File: src/rtl/spi_arbiter_pkg.sv
// Shared definitions for the spi_arbiter block: state encoding, the layout of
// a requester's 6-bit mode word, the default transfer length and the lock limit.
package spi_arbiter_pkg;

    // State encoding
    localparam logic [2:0] ST_IDLE  = 3'd0;
    localparam logic [2:0] ST_LOAD  = 3'd1;
    localparam logic [2:0] ST_WAIT  = 3'd2;
    localparam logic [2:0] ST_READ  = 3'd3;
    localparam logic [2:0] ST_ACK   = 3'd4;
    localparam logic [2:0] ST_ABORT = 3'd5;

    typedef enum logic [2:0] {
        S_IDLE  = ST_IDLE,
        S_LOAD  = ST_LOAD,
        S_WAIT  = ST_WAIT,
        S_READ  = ST_READ,
        S_ACK   = ST_ACK,
        S_ABORT = ST_ABORT
    } state_t;

    // Per-requester mode word: {cpol, cpha, xfer_len[3:0]}
    localparam int CFG_W        = 6;
    localparam int CFG_LEN_LSB  = 0;
    localparam int CFG_LEN_W    = 4;
    localparam int CFG_CPHA_BIT = 4;
    localparam int CFG_CPOL_BIT = 5;

    // Length used when a requester asks for 0 or more than a full word
    localparam logic [CFG_LEN_W-1:0] LEN_DEFAULT = 4'd8;

    // Maximum number of consecutive transfers one lock may hold the port
    localparam int LOCK_MAX   = 4;
    localparam int LOCK_CNT_W = 3;

endpackage

File: src/rtl/spi_arbiter_rr.sv
// Combinational round-robin picker: the first requester with req high,
// searching from pointer upward and wrapping at N_REQ.
module rr_arbiter #(
    parameter int N_REQ = 4,
    parameter int ID_W  = 2
) (
    input  logic [N_REQ-1:0] req,
    input  logic [ID_W-1:0]  pointer,
    output logic [N_REQ-1:0] winner,
    output logic [ID_W-1:0]  index,
    output logic             found
);

    logic [ID_W-1:0] cand;

    // Walk the requesters in priority order starting at the pointer
    always_comb begin
        winner = '0;
        index  = '0;
        found  = 1'b0;
        cand   = '0;
        for (int k = 0; k < N_REQ; k++) begin
            cand = ID_W'((int'(pointer) + k) % N_REQ);
            if (!found && req[cand]) begin
                found        = 1'b1;
                index        = cand;
                winner[cand] = 1'b1;
            end
        end
    end

endmodule

File: src/rtl/spi_arbiter.sv
// spi_arbiter: shares one flex_spi master between N_REQ requesters with
// round-robin arbitration. Each grant runs one word transfer
// (LOAD -> WAIT for done -> READ -> ACK) using the winner's own cpol/cpha/len.
// A requester holding req_lock may chain up to LOCK_MAX transfers without
// returning to arbitration.
// Optional build macro SPI_ARBITER_TIMEOUT_EN adds a WAIT watchdog that aborts
// the flex_spi transfer after TIMEOUT_CYCLES and acks with rx_err=1, rx_data=0.
module spi_arbiter
    import spi_arbiter_pkg::*;
#(
    parameter int N_REQ          = 4,
    parameter int ID_W           = 2,
    parameter int DATA_W         = 8,
    parameter int TIMEOUT_CYCLES = 1024
) (
    input  logic                    clk,
    input  logic                    rst,
    input  logic [N_REQ-1:0]        req,
    input  logic [N_REQ-1:0]        req_lock,
    input  logic [N_REQ*DATA_W-1:0] req_tx,
    input  logic [N_REQ*6-1:0]      req_cfg,
    output logic [N_REQ-1:0]        gnt,
    output logic [N_REQ-1:0]        ack,
    output logic [DATA_W-1:0]       rx_data,
    output logic                    rx_valid,
    output logic [ID_W-1:0]         rx_id,
    output logic                    rx_err,
    output logic                    spi_en,
    output logic                    spi_we,
    output logic                    spi_oe,
    output logic                    spi_cpol,
    output logic                    spi_cpha,
    output logic [3:0]              spi_xfer_len,
    output logic [DATA_W-1:0]       spi_tx,
    output logic                    spi_tx_oe,
    input  logic [DATA_W-1:0]       spi_rx,
    input  logic                    spi_busy,
    input  logic                    spi_done
);

    state_t state, state_nxt;

    logic [N_REQ-1:0]        win_onehot;
    logic [ID_W-1:0]         win_idx;
    logic                    win_found;

    logic [ID_W-1:0]         id_q;
    logic [ID_W-1:0]         ptr_q;
    logic [ID_W-1:0]         ptr_next;
    logic [ID_W-1:0]         sel_idx;
    logic [DATA_W-1:0]       tx_q;
    logic [CFG_W-1:0]        cfg_q;
    logic [N_REQ-1:0]        gnt_q;
    logic [LOCK_CNT_W-1:0]   lock_cnt;
    logic [DATA_W-1:0]       rx_q;

    logic                    grant_new;
    logic                    relock;
    logic                    latch_en;
    logic                    timeout;

    logic [DATA_W-1:0]       tx_arr  [N_REQ];
    logic [CFG_W-1:0]        cfg_arr [N_REQ];

    // flex_spi busy carries no information the done handshake does not
    logic                    busy_unused;
    assign busy_unused = spi_busy;

    // Force an out-of-range transfer length to a full word
    function automatic logic [CFG_W-1:0] fix_cfg(input logic [CFG_W-1:0] c);
        logic [CFG_LEN_W-1:0] len;
        logic [CFG_W-1:0]     res;
        len = c[CFG_LEN_LSB +: CFG_LEN_W];
        if (len == '0 || len > LEN_DEFAULT) begin
            len = LEN_DEFAULT;
        end
        res = c;
        res[CFG_LEN_LSB +: CFG_LEN_W] = len;
        return res;
    endfunction

    for (genvar i = 0; i < N_REQ; i++) begin : g_unpack
        assign tx_arr[i]  = req_tx[i*DATA_W +: DATA_W];
        assign cfg_arr[i] = req_cfg[i*CFG_W +: CFG_W];
    end

    rr_arbiter #(
        .N_REQ (N_REQ),
        .ID_W  (ID_W)
    ) u_rr (
        .req     (req),
        .pointer (ptr_q),
        .winner  (win_onehot),
        .index   (win_idx),
        .found   (win_found)
    );

    // A fresh grant only happens from IDLE; a locked re-grant keeps the owner
    assign grant_new = (state == S_IDLE) && win_found;
    assign latch_en  = grant_new || relock;
    assign sel_idx   = (state == S_IDLE) ? win_idx : id_q;
    assign ptr_next  = (id_q == ID_W'(N_REQ - 1)) ? '0 : id_q + 1'b1;

`ifdef SPI_ARBITER_TIMEOUT_EN
    localparam int TO_W = $clog2(TIMEOUT_CYCLES + 1);

    logic [TO_W-1:0] to_cnt;
    logic            err_q;

    // Count cycles spent waiting for flex_spi; restarts on every WAIT entry
    always_ff @(posedge clk) begin
        if (rst || state != S_WAIT) begin
            to_cnt <= '0;
        end else begin
            to_cnt <= to_cnt + 1'b1;
        end
    end

    assign timeout = (state == S_WAIT) && (to_cnt == TO_W'(TIMEOUT_CYCLES - 1));

    // Remember whether the current transfer ended in an abort
    always_ff @(posedge clk) begin
        if (rst) begin
            err_q <= 1'b0;
        end else if (state == S_ABORT) begin
            err_q <= 1'b1;
        end else if (state == S_LOAD) begin
            err_q <= 1'b0;
        end
    end

    assign rx_err = (state == S_ACK) && err_q;
`else
    localparam int TIMEOUT_UNUSED = TIMEOUT_CYCLES;

    assign timeout = 1'b0;
    assign rx_err  = 1'b0;
`endif

    // State register
    always_ff @(posedge clk) begin
        if (rst) begin
            state <= S_IDLE;
        end else begin
            state <= state_nxt;
        end
    end

    // Next-state and flex_spi strobe decode
    always_comb begin
        state_nxt = state;
        relock    = 1'b0;
        spi_en    = 1'b0;
        spi_we    = 1'b0;
        spi_oe    = 1'b0;
        case (state)
            S_IDLE: begin
                if (win_found) begin
                    state_nxt = S_LOAD;
                end
            end
            S_LOAD: begin
                spi_en    = 1'b1;
                spi_we    = 1'b1;
                state_nxt = S_WAIT;
            end
            S_WAIT: begin
                spi_en = 1'b1;
                if (spi_done) begin
                    state_nxt = S_READ;
                end else if (timeout) begin
                    state_nxt = S_ABORT;
                end
            end
            S_READ: begin
                spi_en    = 1'b1;
                spi_oe    = 1'b1;
                state_nxt = S_ACK;
            end
            S_ABORT: begin
                // spi_en low for this one cycle tells flex_spi to abandon the word
                state_nxt = S_ACK;
            end
            S_ACK: begin
                spi_en    = 1'b1;
                relock    = req_lock[id_q] && req[id_q] &&
                            (lock_cnt < LOCK_CNT_W'(LOCK_MAX));
                state_nxt = relock ? S_LOAD : S_IDLE;
            end
            default: begin
                state_nxt = S_IDLE;
            end
        endcase
    end

    // Transfer context: owner, latched slices, grant, lock run and pointer
    always_ff @(posedge clk) begin
        if (rst) begin
            id_q     <= '0;
            ptr_q    <= '0;
            tx_q     <= '0;
            cfg_q    <= '0;
            gnt_q    <= '0;
            lock_cnt <= '0;
        end else begin
            if (latch_en) begin
                id_q  <= sel_idx;
                tx_q  <= tx_arr[sel_idx];
                cfg_q <= fix_cfg(cfg_arr[sel_idx]);
            end
            if (grant_new) begin
                gnt_q    <= win_onehot;
                lock_cnt <= LOCK_CNT_W'(1);
            end else if (relock) begin
                lock_cnt <= lock_cnt + 1'b1;
            end
            if (state == S_ACK) begin
                ptr_q <= ptr_next;
                if (!relock) begin
                    gnt_q <= '0;
                end
            end
        end
    end

    // Received word: captured from flex_spi in READ, zeroed on abort
    always_ff @(posedge clk) begin
        if (rst) begin
            rx_q <= '0;
        end else if (state == S_READ) begin
            rx_q <= spi_rx;
        end else if (state == S_ABORT) begin
            rx_q <= '0;
        end
    end

    assign gnt          = gnt_q;
    assign ack          = (state == S_ACK) ? gnt_q : '0;
    assign rx_valid     = (state == S_ACK);
    assign rx_id        = (state == S_ACK) ? id_q : '0;
    assign rx_data      = rx_q;

    // Mode pins follow the owner for the whole grant and rest at 0 in IDLE
    assign spi_cpol     = (state != S_IDLE) && cfg_q[CFG_CPOL_BIT];
    assign spi_cpha     = (state != S_IDLE) && cfg_q[CFG_CPHA_BIT];
    assign spi_xfer_len = (state != S_IDLE) ? cfg_q[CFG_LEN_LSB +: CFG_LEN_W] : '0;
    assign spi_tx       = spi_we ? tx_q : '0;
    assign spi_tx_oe    = spi_we;

endmodule

File: config.mk
export PLATFORM = sky130hd
export DESIGN_NAME = spi_arbiter
export DESIGN_NICKNAME = d
export VERILOG_FILES = /design/src/rtl/spi_arbiter_pkg.sv /design/src/rtl/spi_arbiter_rr.sv /design/src/rtl/spi_arbiter.sv
export SDC_FILE = /design/constraint.sdc
export NUM_CORES = 1
export LEC_CHECK = 0
export CORE_MARGIN = 1.5
export CORE_UTILIZATION = 46
export DETAILED_ROUTE_END_ITERATION = 7
export HOLD_SLACK_MARGIN = 0.1
export PLACE_DENSITY = 0.88
export SLEW_MARGIN = 30
export SYNTH_ARGS = -nofsm -noshare
export SYNTH_HDL_FRONTEND = slang
export SYNTH_SLANG_ARGS = --single-unit
File: constraint.sdc
create_clock -name clk -period 8.9 [get_ports clk]
set_clock_uncertainty 0.1 [all_clocks]
set_input_delay 2.67 -clock clk [delete_from_list [all_inputs] [get_ports clk]]
set_output_delay 2.67 -clock clk [all_outputs]
set_load 0.01 [all_outputs]
==> Yosys cells after proc, flatten, opt, wreduce, memory -nomap -nowiden <==
Cells that the tools add are included.
Widths: inputs -> output; s select.
{ "totals": {"wordCells": 124, "regBits": 36} }
{ "op_classes": {"magnitude_cmp": 12, "n_bitwise": 4, "n_addsub": 5, "eq_ne": 8, "n_mux": 60, "reduce_logical": 26} }
{ "op_table": {"columns": ["cell", "count"], "rows": [
  ["$mux 4", 10],
  ["$mux 8", 5],
  ["$mux 1", 21],
  ["$bmux 8 s2", 1],
  ["$lt 2x3->1 const B", 5],
  ["$pmux 3 s5", 1],
  ["$mux 2", 7],
  ["$bmux 1 s2", 6],
  ["$bmux 6 s2", 1],
  ["$logic_and 1x1->1", 12],
  ["$mux 6", 2],
  ["$or 4x4->4", 3],
  ["$demux 1 s2", 4],
  ["$ge 2x1->1 const B", 4],
  ["$eq 3x2->1 const B", 2],
  ["$eq 3x3->1 const B", 2],
  ["$mux 3", 2],
  ["$add 2x1->2 const B", 2],
  ["$add 2x2->2 const B", 2],
  ["$gt 4x4->1 const B", 1],
  ["$logic_not 4->1", 1],
  ["$ne 2x2->1 const B", 2],
  ["$reduce_bool 2->1", 2],
  ["$reduce_or 2->1", 2],
  ["12 further kinds", 15]
]} }

==> Logic depth before layout (Yosys ltp) <==
{ "depth": {"ltp_word": 20, "mapped_depth": 11} }

==> Hierarchy <==
Synthesis repeated with hierarchy kept, for this count alone.
{ "unflattened": {"cells_unflattened": 264, "hier_area_um2": 2482.4} }
{ "modules_own_cells": {"columns": ["mod", "cells_each", "n_inst", "area_each_um2"], "rows": [
  ["spi_arbiter", 219, 1, 2063.2],
  ["rr_arbiter", 45, 1, 419.2]
]} }

==> Least setup slack after synthesis <==
No wires, ideal clock.
{ "synth_timing": {"kind": "input -> register", "start": "in req[1]", "end": "reg cfg_q[3]", "n_path_buf": 2, "stages": 8, "t_arrival_ns": 5.060, "t_required_ns": 8.712, "path_slack_ns": 3.652, "path_cell_list": "buf_2 -> mux4_2 -> a2111oi_2 -> o31a_1 -> buf_2 -> mux2_4 -> a2111o_1 -> a311oi_2"} }
{ "synth_between": {"elab_chain_cells": 20} }
{ "synth_rtl": {"columns": ["item", "line", "rtl"], "rows": [
  ["start: declaration", "spi_arbiter.sv:18", "input logic [N_REQ-1:0] req,"],
  ["$bmux 1 s2", "spi_arbiter_rr.sv:24", "if (!found && req[cand]) begin"],
  ["$mux 1 (implied by the code)", "spi_arbiter_rr.sv:24", null],
  ["$mux 1", "spi_arbiter_rr.sv:24", null],
  ["$logic_not 1->1", "spi_arbiter_rr.sv:24", null],
  ["$logic_and 1x1->1", "spi_arbiter_rr.sv:24", null],
  ["$mux 1", "spi_arbiter_rr.sv:24", null],
  ["$logic_not 1->1", "spi_arbiter_rr.sv:24", null],
  ["$logic_and 1x1->1", "spi_arbiter_rr.sv:24", null],
  ["(+3 left out)", null, null],
  ["$mux 2", "spi_arbiter_rr.sv:24", null],
  ["$mux 2", "spi_arbiter.sv:101", "assign sel_idx = (state == S_IDLE) ? win_idx : id_q;"],
  ["$not 2->3 (implied by the code)", "spi_arbiter.sv:209", "cfg_q <= fix_cfg(cfg_arr[sel_idx]);"],
  ["$bmux 6 s2", "spi_arbiter.sv:209", null],
  ["$mux 6 (implied by the code) (2 in a row)", "spi_arbiter.sv:209", null],
  ["$gt 4x4->1 or $logic_not 4->1 (tied branches)", "spi_arbiter.sv:74", "if (len == '0 || len > LEN_DEFAULT) begin"],
  ["$logic_or 1x1->1", "spi_arbiter.sv:74", null],
  ["$mux 4", "spi_arbiter.sv:74", null],
  ["end signal: assignment", "spi_arbiter.sv:209", null],
  ["end: declaration", "spi_arbiter.sv:52", "logic [CFG_W-1:0] cfg_q;"]
]} }
Several ways; a longest one is shown, not always the timed one. The select of a mux whose other input is x is not followed.
A chain may end at the register's enable or synchronous reset.

==> Worst setup path after layout <==
{ "layout_timing": {"start": "in req[2]", "end": "reg cfg_q[3]"} }
The elaborated chain is that of the path after synthesis.

==> impl_metrics.env <==
export IMPL_status="complete, no violations"
export IMPL_path_clk_slew_ns=0.07
export IMPL_clkLatencyLatePin_ns=0.28
export IMPL_startpoint="req[2]"
export IMPL_drt_wl_total_um=6610
export IMPL_grt_setup_unrepaired="false"
export IMPL_rr_startpoint="ptr_q[0]$_SDFFE_PP0P_"
export IMPL_area_growth_pct=44.6
export IMPL_critPathArrivalTime_ns=6.08
export IMPL_wl_per_cell_um=14.1
export IMPL_hp_class="reg2reg"
export IMPL_r2r_end="cfg_q[3]$_SDFFE_PP0P_"
export IMPL_cp_end_kind="flip-flop"
export IMPL_synth_compound_area_share_pct=21.7
export IMPL_start_util_pct=47.4
export IMPL_postPlaceCellArea_um2=3640
export IMPL_ys_seq_area_share_pct=28.0
export IMPL_hold_viol=0
export IMPL_antenna_found_initial=0
export IMPL_slew_headroom_pct=35.5
export IMPL_crit_chain="clkdlybuf4s50_1 > or3b_1 > a2111oi_2 > or3_1 > o31a_1 > mux4_2 > a2111o_1 > a311oi_2"
export IMPL_slowest_stage="clkdlybuf4s50_1"
export IMPL_grt_pass1_wl_um=11000
export IMPL_port_buffers=111
export IMPL_yosys_top_cells_count="nor2_1, dfxtp_1, nand2_1, mux2i_1, and2_1"
export IMPL_synth_xor_area_share_pct=1.36
export IMPL_synth_edff_count=0
export IMPL_cts_sinks=36
export IMPL_clock_fmax_ghz=0.167
export IMPL_worstMarginPinSlew_ns=0.966
export IMPL_htreeDepth=2
export IMPL_synthMuxAreaShare_pct=15.1
export IMPL_first_pass_iters=4
export IMPL_grt_max_degree=26
export IMPL_cts_hold_buf=0
export IMPL_numCtsBuffers=5
export IMPL_synth_ff_type="dfxtp_1"
export IMPL_stdcell_count=467
export IMPL_cts_root_buf="clkbuf_8"
export IMPL_synth_adder_area_share_pct=4.37
export IMPL_synth_simple_area_share_pct=22.4
export IMPL_critical_path_endpoint="cfg_q[3]$_SDFFE_PP0P_"
export IMPL_yosys_top_cells_area="dfxtp_1, mux2i_1, nor2_1"
export IMPL_critPathKind="in2reg"
export IMPL_synth_top_family_by_area="simple AND/OR/NAND/NOR gates"
export IMPL_synth_top_area_cell="dfxtp_1"
export IMPL_io_pins=114
export IMPL_cp_slowest_stage_delay_ns=0.66
export IMPL_start_kind="input port"
export IMPL_p_per_area_nw_per_um2=175
export IMPL_path_max_fanout=15
export IMPL_cap_violations=0
export IMPL_peakVddDrop_uv=111
export IMPL_nNetsFinal=479
export IMPL_ys_ff_latch=36
export IMPL_p_leak_uw=0.00149
export IMPL_ant_nets=0
export IMPL_grt_pass1_vias=2495
export IMPL_final_min_clock_period_ns=6.00
export IMPL_regToRegSetupSlack_ns=4.46
export IMPL_ff2ff_path_depth=9
export IMPL_final_area_um2=3730
export IMPL_synth_cell_area_um2=2580
export IMPL_cts_tree="done"
export IMPL_fin_crit_sh_pct=67.4
export IMPL_ctsResizeCount=0
export IMPL_core_um2=5440
export IMPL_synth_top_area_share_pct=28.0
export IMPL_die_h_um=77.9
export IMPL_syn_num_nets=389
export IMPL_diodes=0
export IMPL_track_usage_pct=22.2
export IMPL_drive_gt1_share_pct=5.57
export IMPL_drv_slew=0
export IMPL_yosysMostFrequentCell="nor2_1"
export IMPL_worst_ep_required_time_ns=8.99
export IMPL_hpwl_um=5110
export IMPL_rows=27
export IMPL_drtIter0Drc=240
export IMPL_routed_via_count=2585
export IMPL_power_uw=652
export IMPL_cts_setup_buffers=0
export IMPL_die_area_um2=6060
export IMPL_ys_types=53
export IMPL_die_x_um=77.9
export IMPL_dp_cells=459
export IMPL_clock_path_buffers=2
export IMPL_avgSynthCellArea_um2=8.48
export IMPL_gp_congestion=0.918
export IMPL_drc=0
export IMPL_vias_per_cell=5.54
export IMPL_setup_viol=0
export IMPL_tns_ns=0
export IMPL_ys_warn_count=0
export IMPL_synthArstFlopShare_pct=0
export IMPL_synth_cells=304
export IMPL_gr_total_overflow=0
-- flip-flops by register name, summed over array words and instances, names as in the netlist --
| signal | cells |
|---|---|
| cfg_q | 6 |
| ptr_q | 2 |
| gnt | 4 |
| tx_q | 8 |
| state | 3 |
| lock_cnt | 3 |
| id_q | 2 |
| rx_data | 8 |
-- per-stage QoR --
step / setup WS [ns] / util (%) / hold WS [ns]
final: 2.90 / 68.5 / 0.359
after global routing: 2.74 / 68.5 / 0.381
after CTS: 2.93 / 68.4 / 0.365
after detailed placement: 2.62 / 66.9 / 0.348
after global placement: 2.68 / 66.9 / 0.338
after floorplan: 3.65 / - / 0.334
-- power breakdown --
part / switching, uW / total, uW / internal [uW]
Clock: 56.6 / 112 / 55.9
Combinational: 154 / 319 / 165
Sequential: 26.7 / 221 / 194
-- critical path, delay by kind of cell --
family                 cells  cell delay, ns
AOI/OAI and AO/OA          4            1.57
and+or+nand+nor            2            0.75
buffers and inverters      1            0.66
muxes                      1            0.43
-- cells in the final DEF, fill, tap and decap left out, types with 2 or more instances in the layout --
cell type        count
a2111oi_2            2
a211oi_1             7
a21oi_1             14
a221oi_1             4
a22oi_1             12
a311oi_1             3
a31oi_1              2
a32o_1              13
and2_1              16
and3_1               7
and3b_1              2
buf_4                2
clkbuf_1             2
clkbuf_8             5
clkdlybuf4s50_1    111
dfxtp_1             36
ha_1                 9
inv_1                6
mux2i_1             24
mux4_2               5
nand2_1             28
nand3b_1             3
nor2_1              38
nor3_1               9
nor3b_1              3
or3_1                2
xnor2_1              3
-- layout make-up --
class	count	area, um^2
Fill cell	437	1710
Multi-Input combinational cell	232	1680
Timing Repair Buffer	113	1130
Sequential cell	36	721
Tap cell	72	90.1
Clock buffer	7	76.3
Inverter	6	22.5
Clock inverter	1	8.76
-- metal layers --
metal	GRT usage (%)	share of wire [%]
met1	25.8	41
met3	6.35	7.2
met2	39.3	51
met5	0	0
met4	6.36	1.5
-- kinds of logic (layout without fill, tap and decap cells) --
family / after synthesis / after routing
AOI/OAI and AO/OA: 70 / 70
xor gates and xnor gates: 4 / 4
adders and majority gates: 9 / 9
buffers and inverters: 36 / 127
DFF: 36 / 36
muxes: 32 / 32
other: 1 / 1
and+or+nand+nor: 116 / 116
-- worst min path at each step --
| stage | start | end | slack (ns) | cells past startpoint |
|---|---|---|---|---|
| floorplan | cfg_q[0]$_SDFFE_PP0P_ | cfg_q[0]$_SDFFE_PP0P_ | 0.33 | 1 |
| global placement | tx_q[3]$_SDFFE_PP0P_ | tx_q[3]$_SDFFE_PP0P_ | 0.34 | 1 |
| detailed placement | tx_q[0]$_SDFFE_PP0P_ | tx_q[0]$_SDFFE_PP0P_ | 0.35 | 1 |
| CTS | tx_q[0]$_SDFFE_PP0P_ | tx_q[0]$_SDFFE_PP0P_ | 0.37 | 1 |
| global route | cfg_q[5]$_SDFFE_PP0P_ | cfg_q[5]$_SDFFE_PP0P_ | 0.38 | 1 |
| finish | tx_q[0]$_SDFFE_PP0P_ | tx_q[0]$_SDFFE_PP0P_ | 0.36 | 1 |
No activity file was read; power rests on OpenSTA's default activity.
